**config.mk**
```make
export PLATFORM = sky130hd
export DESIGN_NAME = mem_access_stage
export DESIGN_NICKNAME = d
export VERILOG_FILES = /design/src/rtl/mem_access_stage.sv
export SDC_FILE = /design/constraint.sdc
export NUM_CORES = 1
export LEC_CHECK = 0
export ABC_AREA = 1
export BUFFER_PORTS_ARGS = -buffer_cell sky130_fd_sc_hd__buf_2
export CORE_UTILIZATION = 40
export DETAILED_ROUTE_END_ITERATION = 8
export HOLD_SLACK_MARGIN = 0.08
export PLACE_DENSITY_LB_ADDON = 0.2
export SLEW_MARGIN = 25
export SYNTH_ARGS = -nofsm -noshare
export SYNTH_HDL_FRONTEND = slang
export SYNTH_SLANG_ARGS = --single-unit
export TNS_END_PERCENT = 50
```
**constraint.sdc**
```tcl
create_clock -name clk -period 2 [get_ports clk]
set_input_delay 0.4 -clock clk [delete_from_list [all_inputs] [get_ports clk]]
set_output_delay 0.4 -clock clk [all_outputs]
set_load 0.1 [all_outputs]
```
**src/rtl/mem_access_stage.sv**
```systemverilog
// rtl/mem_access_stage.sv - MEM pipeline stage: data-memory access, lane steering, MEM/WB register
//
// Purpose:
//   Consumes the EX/MEM register, performs byte/halfword/word data-memory
//   accesses over a req/ack handshake with big-endian lane steering and
//   sign/zero extension of load data, stalls upstream while an access is
//   outstanding, flags misaligned accesses and bus timeouts, and drives the
//   MEM/WB register plus the MEM-stage forwarding value.
//
// Ports:
//   clk, R            clock (posedge) and asynchronous active-low reset
//   mem_*             EX/MEM register fields (load, rf_le, rd, E, size, rw_dm,
//                     se, alu_out, df_a)
//   dm_*              data-memory request/ack interface
//   stall_mem         freezes IF/ID/EX and EX/MEM while an access is pending
//   mem_fwd_data      forwarding value for the hazard unit (ALU result)
//   wb_rd/rf_le/data  MEM/WB register outputs
//   misalign_trap     one-cycle registered pulse on a misaligned access
//   bus_err           one-cycle registered pulse on a bus timeout

module mem_access_stage #(
  parameter int TIMEOUT = 16
) (
  input  logic        clk,
  input  logic        R,
  input  logic        mem_load,
  input  logic        mem_rf_le,
  input  logic [4:0]  mem_rd,
  input  logic        mem_E,
  input  logic [1:0]  mem_size,
  input  logic        mem_rw_dm,
  input  logic        mem_se,
  input  logic [31:0] mem_alu_out,
  input  logic [31:0] mem_df_a,
  input  logic [31:0] dm_rdata,
  input  logic        dm_ack,
  output logic        dm_req,
  output logic        dm_we,
  output logic [31:0] dm_addr,
  output logic [3:0]  dm_be,
  output logic [31:0] dm_wdata,
  output logic        stall_mem,
  output logic [31:0] mem_fwd_data,
  output logic [4:0]  wb_rd,
  output logic        wb_rf_le,
  output logic [31:0] wb_data,
  output logic        misalign_trap,
  output logic        bus_err
);

  localparam logic [1:0] SZ_BYTE = 2'b00;
  localparam logic [1:0] SZ_HALF = 2'b01;
  localparam logic [1:0] SZ_WORD = 2'b10;

  localparam logic [7:0] CNT_LAST = 8'(TIMEOUT - 1);

  typedef enum logic {
    ST_IDLE = 1'b0,
    ST_BUSY = 1'b1
  } state_t;

  state_t      state_q, state_d;
  logic [7:0]  cnt_q, cnt_d;
  logic [4:0]  wb_rd_q, wb_rd_d;
  logic        wb_rf_le_q, wb_rf_le_d;
  logic [31:0] wb_data_q, wb_data_d;
  logic        trap_q, trap_d;
  logic        err_q, err_d;

  logic        misaligned;
  logic        timeout_hit;
  logic [31:0] load_data;

  wire [1:0] a_lo = mem_alu_out[1:0];

  // Reserved size 11 is always treated as misaligned so it never reaches memory.
  always_comb begin
    misaligned = 1'b0;
    if (mem_E) begin
      unique case (mem_size)
        SZ_BYTE: misaligned = 1'b0;
        SZ_HALF: misaligned = a_lo[0];
        SZ_WORD: misaligned = (a_lo != 2'b00);
        default: misaligned = 1'b1;
      endcase
    end
  end

  // Big-endian lanes: address offset 0 maps to bits 31:24.
  always_comb begin
    dm_be    = 4'b0000;
    dm_wdata = mem_df_a;
    unique case (mem_size)
      SZ_BYTE: begin
        dm_be    = 4'b1000 >> a_lo;
        dm_wdata = {4{mem_df_a[7:0]}};
      end
      SZ_HALF: begin
        dm_be    = a_lo[1] ? 4'b0011 : 4'b1100;
        dm_wdata = {2{mem_df_a[15:0]}};
      end
      SZ_WORD: begin
        dm_be    = 4'b1111;
        dm_wdata = mem_df_a;
      end
      default: begin
        dm_be    = 4'b0000;
        dm_wdata = mem_df_a;
      end
    endcase
  end

  // Lane extraction and extension of returned read data.
  always_comb begin
    logic [7:0]  rb;
    logic [15:0] rh;
    rb = 8'h00;
    rh = 16'h0000;
    unique case (a_lo)
      2'b00:   rb = dm_rdata[31:24];
      2'b01:   rb = dm_rdata[23:16];
      2'b10:   rb = dm_rdata[15:8];
      default: rb = dm_rdata[7:0];
    endcase
    rh = a_lo[1] ? dm_rdata[15:0] : dm_rdata[31:16];
    unique case (mem_size)
      SZ_BYTE: load_data = {{24{mem_se & rb[7]}}, rb};
      SZ_HALF: load_data = {{16{mem_se & rh[15]}}, rh};
      default: load_data = dm_rdata;
    endcase
  end

  assign timeout_hit = (cnt_q == CNT_LAST);

  always_comb begin
    state_d    = state_q;
    cnt_d      = cnt_q;
    wb_rd_d    = wb_rd_q;
    wb_rf_le_d = wb_rf_le_q;
    wb_data_d  = wb_data_q;
    trap_d     = 1'b0;
    err_d      = 1'b0;
    dm_req     = 1'b0;
    dm_we      = 1'b0;
    stall_mem  = 1'b0;

    unique case (state_q)
      ST_IDLE: begin
        if (!mem_E) begin
          wb_data_d  = mem_alu_out;
          wb_rd_d    = mem_rd;
          wb_rf_le_d = mem_rf_le;
        end else if (misaligned) begin
          trap_d     = 1'b1;
          wb_data_d  = mem_alu_out;
          wb_rd_d    = mem_rd;
          wb_rf_le_d = 1'b0;
        end else begin
          // Bubble into WB while the access is in flight so the previous
          // instruction is not written back twice.
          stall_mem  = 1'b1;
          state_d    = ST_BUSY;
          cnt_d      = 8'd0;
          wb_rf_le_d = 1'b0;
        end
      end
      ST_BUSY: begin
        dm_req    = 1'b1;
        dm_we     = mem_rw_dm;
        stall_mem = ~dm_ack & (cnt_q < CNT_LAST);
        if (dm_ack) begin
          // Ack wins over a simultaneous timeout.
          state_d = ST_IDLE;
          wb_rd_d = mem_rd;
          if (mem_rw_dm) begin
            wb_rf_le_d = 1'b0;
          end else begin
            wb_rf_le_d = mem_rf_le;
            wb_data_d  = mem_load ? load_data : mem_alu_out;
          end
        end else if (timeout_hit) begin
          state_d    = ST_IDLE;
          err_d      = 1'b1;
          wb_rf_le_d = 1'b0;
        end else begin
          cnt_d = cnt_q + 8'd1;
        end
      end
      default: state_d = ST_IDLE;
    endcase
  end

  always_ff @(posedge clk or negedge R) begin
    if (!R) begin
      state_q    <= ST_IDLE;
      cnt_q      <= 8'd0;
      wb_rd_q    <= 5'd0;
      wb_rf_le_q <= 1'b0;
      wb_data_q  <= 32'd0;
      trap_q     <= 1'b0;
      err_q      <= 1'b0;
    end else begin
      state_q    <= state_d;
      cnt_q      <= cnt_d;
      wb_rd_q    <= wb_rd_d;
      wb_rf_le_q <= wb_rf_le_d;
      wb_data_q  <= wb_data_d;
      trap_q     <= trap_d;
      err_q      <= err_d;
    end
  end

  assign dm_addr       = {mem_alu_out[31:2], 2'b00};
  assign mem_fwd_data  = mem_alu_out;
  assign wb_rd         = wb_rd_q;
  assign wb_rf_le      = wb_rf_le_q;
  assign wb_data       = wb_data_q;
  assign misalign_trap = trap_q;
  assign bus_err       = err_q;

endmodule

```
==> results.json, run 1 <==
{
  "synth_area_leaders": "dfrtp_1 31%, nand2_1 18%, buf_4 14%",
  "met1_usage_pct": 31.2,
  "fin_crit_sh_pct": 96.6,
  "finalNetCount": 922,
  "via_per_inst": 4.85,
  "critPathRequiredTime_ns": 1.60,
  "die_x_um": 102,
  "ant_nets": 0,
  "area_delta_synth_final_pct": 44.6,
  "p_leak_nw": 3.17,
  "worst_skew_pair.late_latency_ns": 0.30,
  "synth.cell_area_sq_um": 3960,
  "core_area_sq_um": 9420,
  "wl_mm": 13.0,
  "cts_made_buffers": 5,
  "wl_per_cell_um": 13.8,
  "synth_ff_type": "dfrtp_1",
  "crit_type": "input pin to output port",
  "synth_commonest_cells": "189 x nand2_1, 72 x buf_4, 64 x nor2_1",
  "crit_path_top_delay_cell": "o211ai_1",
  "design.die.area_sq_um": 10300,
  "max_freq_ghz": 0.518,
  "final_util_pct": 60.9,
  "grtUsageTotal_pct": 25.1,
  "finalSetupViolations": 0,
  "stdcell_count": 940,
  "reg2regPathDepth": 10,
  "report.final.slew_viol_count": 0,
  "layout_min_cycle_time_ns": 1.93,
  "yosysSeqAreaShare_pct": 30.9,
  "cp_max_fo": 10,
  "yosys.area.top_type": "dfrtp_1",
  "clockRootBuffer": "clkbuf_8",
  "layout-drive-gt1-share_pct": 40.4,
  "drc": 0,
  "peakVddDrop_mv": 0.602,
  "ctsHoldBuffers": 0,
  "fin_worst_skew_ns": 0.00293,
  "p_int_mw": 2.33,
  "clk_path_buf_depth": 2,
  "clock-sinks": 49,
  "p_comb_share_pct": 64.4,
  "yosysWarningCount": 0,
  "startpoint_type": "input pin",
  "relSlewSlack_pct": 59.2,
  "htree_num_levels": 2,
  "startpoint": "mem_size[0]",
  "busiest_layer": "met2",
  "synth_cell_types": 35,
  "swShare_pct": 59.5,
  "initial_core_util_pct": 42.1,
  "antenna-diode-count": 0,
  "drtIter0Drc": 191,
  "tightest_slew_ns": 0.612,
  "arrival_ns": 1.53,
  "synth_top_area_share_pct": 30.9,
  "grt_pass1_wl_mm": 20.4,
  "grt_pass1_vias": 4244,
  "finalHoldViolCount": 0,
  "status": "finished clean",
  "r2r_slack_ns": 0.26,
  "post-synth-top-count-cell": "nand2_1",
  "crit_chain": "buf_2, inv_2, nor2_4, clkinv_4, o211ai_1, clkbuf_16",
  "clk_pin_slew_worst_paths_ns": 0.09,
  "use_met2_pct": 45.2,
  "timing.rr.end": "wb_data[9]$_DFFE_PN0P_",
  "cts_tree": "done",
  "synth_cells": 606,
  "grt_max_degree": 30,
  "reg2reg_from": "state_q$_DFF_PN0_",
  "clkPwrFrac_pct": 13.2,
  "drt_first_pass_iters": 4,
  "async_flop_share_pct": 100,
  "io_buffer_count": 251,
  "hold_class": "input pin to async pin",
  "cpPeakStageDelay_ns": 0.31,
  "drv_cap": 0,
  "power_frac_seq_pct": 22.4,
  "crit_path_end_kind": "output port",
  "gp_congestion": 0.887,
  "io_pins": 254,
  "antenna_found_initial": 0,
  "synth_edf_count": 0,
  "crit_end": "dm_wdata[31]",
  "power_switching_mw": 3.43,
  "grt_util_met3_pct": 4.35,
  "row_count": 35,
  "powerDensity_nw_per_um2": 1010,
  "avgSynthCellArea_sq_um": 6.54,
  "place_inst": 925,
  "overflow": 0,
  "die_height_um": 102,
  "synth.ff_latch_count": 49,
  "dpl.hpwl_mm": 10.6,
  "vias": 4561,
  "rsz0062_at_grt": "false"
}
logic make-up after synthesis:
group	share of synthesized area, %
AOI/OAI and AO/OA	12.6
xor gates and xnor gates	0.884
adders and majority gates	0.316
buffers and inverters	22.2
DFF	30.9
other	0.0946
and+or+nand+nor	33.0
power by group through the flow:
stage	registers [mW]	logic [mW]	clock network [mW]
after floorplan	2.58	1.66	0
after global placement	1.31	3.66	0
after detailed placement	1.31	3.69	0
after CTS	1.29	3.71	0.779
after global routing	1.32	3.87	0.821
final	1.29	3.71	0.758
final cells by class:
class,instances,area [sq um]
clock buffers,7,86.3
clock inverters,1,30.0
fillers,893,3680
inverters,57,219
multi-input cells,408,1990
flip-flops and latches,49,1230
well taps,129,161
repair buffers,289,2020
how the worst min path moves through the flow:
| stage | end | slack (ns) | cells after the start |
|---|---|---|---|
| after global placement | wb_data[29]$_DFFE_PN0P_ | 0.45 | 1 |
| after CTS | wb_data[29]$_DFFE_PN0P_ | 0.11 | 1 |
| final | wb_data[29]$_DFFE_PN0P_ | 0.1 | 1 |
| after global routing | wb_data[21]$_DFFE_PN0P_ | 0.12 | 1 |
| after floorplan | bus_err$_DFF_PN0_ | 0.10 | 0 |
| after detailed placement | wb_data[29]$_DFFE_PN0P_ | 0.44 | 1 |
placed cells by master, fill, tap and decap left out, types with 2 or more instances in the layout:
| cell | netlist | final |
|---|---|---|
| buf_12 | 0 | 31 |
| o21ai_0 | 28 | 19 |
| buf_4 | 72 | 35 |
| inv_1 | 52 | 51 |
| o21ai_4 | 0 | 8 |
| xor2_1 | 4 | 4 |
| nand2_2 | 5 | 6 |
| nand2_4 | 1 | 2 |
| buf_2 | 6 | 222 |
| nand3b_1 | 8 | 8 |
| a21oi_1 | 37 | 36 |
| dfrtp_1 | 49 | 48 |
| nand4_1 | 2 | 2 |
| o21ai_1 | 5 | 5 |
| inv_2 | 3 | 4 |
| o22ai_1 | 7 | 7 |
| nand2_1 | 189 | 187 |
| nor2_4 | 2 | 2 |
| conb_1 | 1 | 2 |
| nand3_1 | 34 | 34 |
| clkbuf_8 | 0 | 6 |
| nor2_1 | 64 | 64 |
| o211ai_1 | 9 | 9 |
metrics by stage:
step | hold WS, ns | total power, mW | setup TNS [ns] | setup slack, ns | instance area (sq um)
6_report | 0.0979 | 5.76 | 0 | 0.0678 | 5730
5_1_grt | 0.122 | 6.01 | 0 | 0.000197 | 5730
4_1_cts | 0.109 | 5.78 | 0 | 0.0319 | 5690
3_5_place_dp | 0.443 | 5.00 | 0 | 0.0484 | 5550
3_3_place_gp | 0.450 | 4.97 | 0 | 0.133 | 5550
2_1_floorplan | 0.104 | 4.24 | -6.13 | -0.650 | 4110
worst max-delay path, delay by kind of cell:
kind	cells	cell delay [ns]
AO/OA/AOI/OAI	1	0.31
AND/OR/NAND/NOR	1	0.15
buffers and inverters	4	0.67
per-layer routing:
layer / vias up / part of all wire (%) / wire (um)
met5: - / 0 / 0
met4: 0 / 1.4 / 180
met3: 13 / 6.2 / 805
met2: 171 / 51 / 6600
met1: 2126 / 42 / 5400
li1: 2251 / - / -
what timing repair did:
item / CTS / global route
setup buffers: 2 / 5
endpoints found under the setup margin: 1 / 6
pin swaps: 0 / 2
resized for setup: 2 / 3
sequential cells by signal (all words and copies together), names as in the netlist:
signal / flops
wb_data: 32
cnt_q: 8
wb_rd: 5
bus_err: 1
misalign_trap: 1
state_q: 1
wb_rf_le: 1
No activity file was read; power rests on OpenSTA's default activity.
==> run 2, diff against run 1 <==
==> constraint.sdc (replaced) <==
create_clock -name clk -period 2.3 [get_ports clk]
set_input_delay 0.46 -clock clk [delete_from_list [all_inputs] [get_ports clk]]
set_output_delay 0.46 -clock clk [all_outputs]
set_load 0.1 [all_outputs]
==> run 2 against run 1 <==
- sequential power decreased by 13%
- via count decreased by 2.1%
- wire length decreased by 2.1%
- critical endpoint is now dm_be[3]
- critical path depth decreased by 1
- design area decreased by 7.6%
- flip-flop and latch count unchanged
- hold slack improved by 0.0095 ns
- combinational power decreased by 16%
- clock skew increased by 0.0022 ns
- utilization decreased by 4.6 points
- register-to-register slack improved by 0.22 ns
- largest cell class is now multi-input combinational cells
- count of clock-buffer cells in the layout unchanged
==> results.json, run 2 (synthesis results as in run 1) <==
{
  "crit_path_top_delay_cell": "o211ai_1",
  "layout_min_cycle_time_ns": 2.17,
  "startpoint_type": "input pin",
  "dp_slack_ns": 0.125,
  "antenna-diode-count": 0,
  "drtIter0Drc": 162,
  "hold_slack_ns": 0.107,
  "drc": 0,
  "dpl.hpwl_mm": 10.3,
  "relSlewSlack_pct": 66.2,
  "ant_nets": 0,
  "wl_mm": 12.7,
  "final_area_sq_um": 5300,
  "cts_tree": "done",
  "status": "finished clean",
  "crit_path_end_kind": "output port",
  "path_depth": 5,
  "io_pins": 254,
  "timing.rr.end": "wb_data[8]$_DFFE_PN0P_",
  "grtUsageTotal_pct": 24.6,
  "fin_ws_ns": 0.128,
  "stdcell_count": 913,
  "grt_max_degree": 59,
  "clockRootBuffer": "clkbuf_8",
  "critPathRequiredTime_ns": 1.84,
  "gp_congestion": 0.854,
  "place_inst": 905,
  "fin_worst_skew_ns": 0.00517,
  "via_per_inst": 4.89,
  "row_count": 35,
  "initial_core_util_pct": 42.1,
  "power.total_mw": 4.76,
  "cp_max_fo": 11,
  "reg2regPathDepth": 9,
  "clock-sinks": 49,
  "peakVddDrop_mv": 0.531,
  "wl_per_cell_um": 13.9,
  "busiest_layer": "met2",
  "antenna_found_initial": 0,
  "fillers": 952,
  "vias": 4467,
  "met1_usage_pct": 31.6,
  "tightest_slew_ns": 0.507,
  "finalHoldViolCount": 0,
  "use_met2_pct": 43.0,
  "reg2reg_from": "state_q$_DFF_PN0_",
  "layout-drive-gt1-share_pct": 37.9,
  "layout_common_cells": "230 x buf_2, 188 x nand2_1, 64 x nor2_1",
  "crit_end": "dm_be[3]",
  "area_delta_synth_final_pct": 33.7,
  "dpl_cell_area_sq_um": 5210,
  "cts_setup_buffers": 0,
  "hold_class": "input pin to async pin",
  "core_area_sq_um": 9420,
  "startpoint": "mem_size[1]",
  "worst-path-buf-inv": 3,
  "multi_input_area_sq_um": 1920,
  "grt_util_met3_pct": 3.45,
  "powerDensity_nw_per_um2": 898,
  "tns_ns": 0,
  "finalNetCount": 895,
  "worst_skew_pair.late_latency_ns": 0.30,
  "crit_type": "input pin to output port",
  "largest_register_ff_count": 32,
  "drt_first_pass_iters": 5,
  "r2r_slack_ns": 0.48,
  "grt_pass1_wl_mm": 20.0,
  "io_buffer_count": 251,
  "crit_chain": "buf_2, inv_1, nand2_2, o211ai_1, buf_12",
  "cts_made_buffers": 5,
  "seqCellArea_sq_um": 1230,
  "die_height_um": 102,
  "clk_pin_slew_worst_paths_ns": 0.10,
  "report.final.slew_viol_count": 0,
  "finalSetupViolations": 0,
  "final_util_pct": 56.3,
  "grt_pass1_vias": 4156,
  "clk_path_buf_depth": 2,
  "overflow": 0,
  "fin_crit_sh_pct": 94.4,
  "layout_commonest_cell": "buf_2",
  "rsz0062_at_grt": "false",
  "die_x_um": 102,
  "max_freq_ghz": 0.460,
  "drv_cap": 0,
  "cpPeakStageDelay_ns": 0.35,
  "worst_path_dominant_cell_family": "buffers and inverters",
  "design.die.area_sq_um": 10300,
  "p_leak_nw": 2.96,
  "htree_num_levels": 2,
  "arrival_ns": 1.71
}
[run 2: area by class of cell]
type / instances / share of cell area, %
sequential: 49 / 23.2
tap: 129 / 3.05
clock inverter: 1 / 0.142
timing repair buffer: 262 / 31.9
clock buffer: 7 / 1.44
inverter: 57 / 4.06
multi-input combinational: 408 / 36.2
[run 2: routing by layer]
| layer | wire [um] | part of all wire (%) |
|---|---|---|
| met1 | 5440 | 43 |
| met3 | 754 | 5.9 |
| met4 | 191 | 1.5 |
| met5 | 0 | 0 |
| met2 | 6330 | 50 |
[run 2: how the worst min path moves through the flow]
stage	start	endpoint	slack [ns]
after CTS	R	wb_rf_le$_DFFE_PN0P_	0.11
after floorplan	R	bus_err$_DFF_PN0_	0.16
after global placement	R	wb_rd[2]$_DFFE_PN0P_	0.44
final	R	bus_err$_DFF_PN0_	0.11
after detailed placement	R	wb_rf_le$_DFFE_PN0P_	0.45
after global routing	R	bus_err$_DFF_PN0_	0.13
[run 2: repair_timing]
| item | in CTS | in global routing |
|---|---|---|
| setup endpoints to repair | 1 | 0 |
| hold buffers | 0 | 0 |
| resized for setup | 2 | 0 |
[run 2: where the power goes]
group | switching, mW | total [mW] | internal (mW)
registers | 0.0995 | 1.12 | 1.02
clock network | 0.312 | 0.529 | 0.217
logic | 2.55 | 3.10 | 0.558
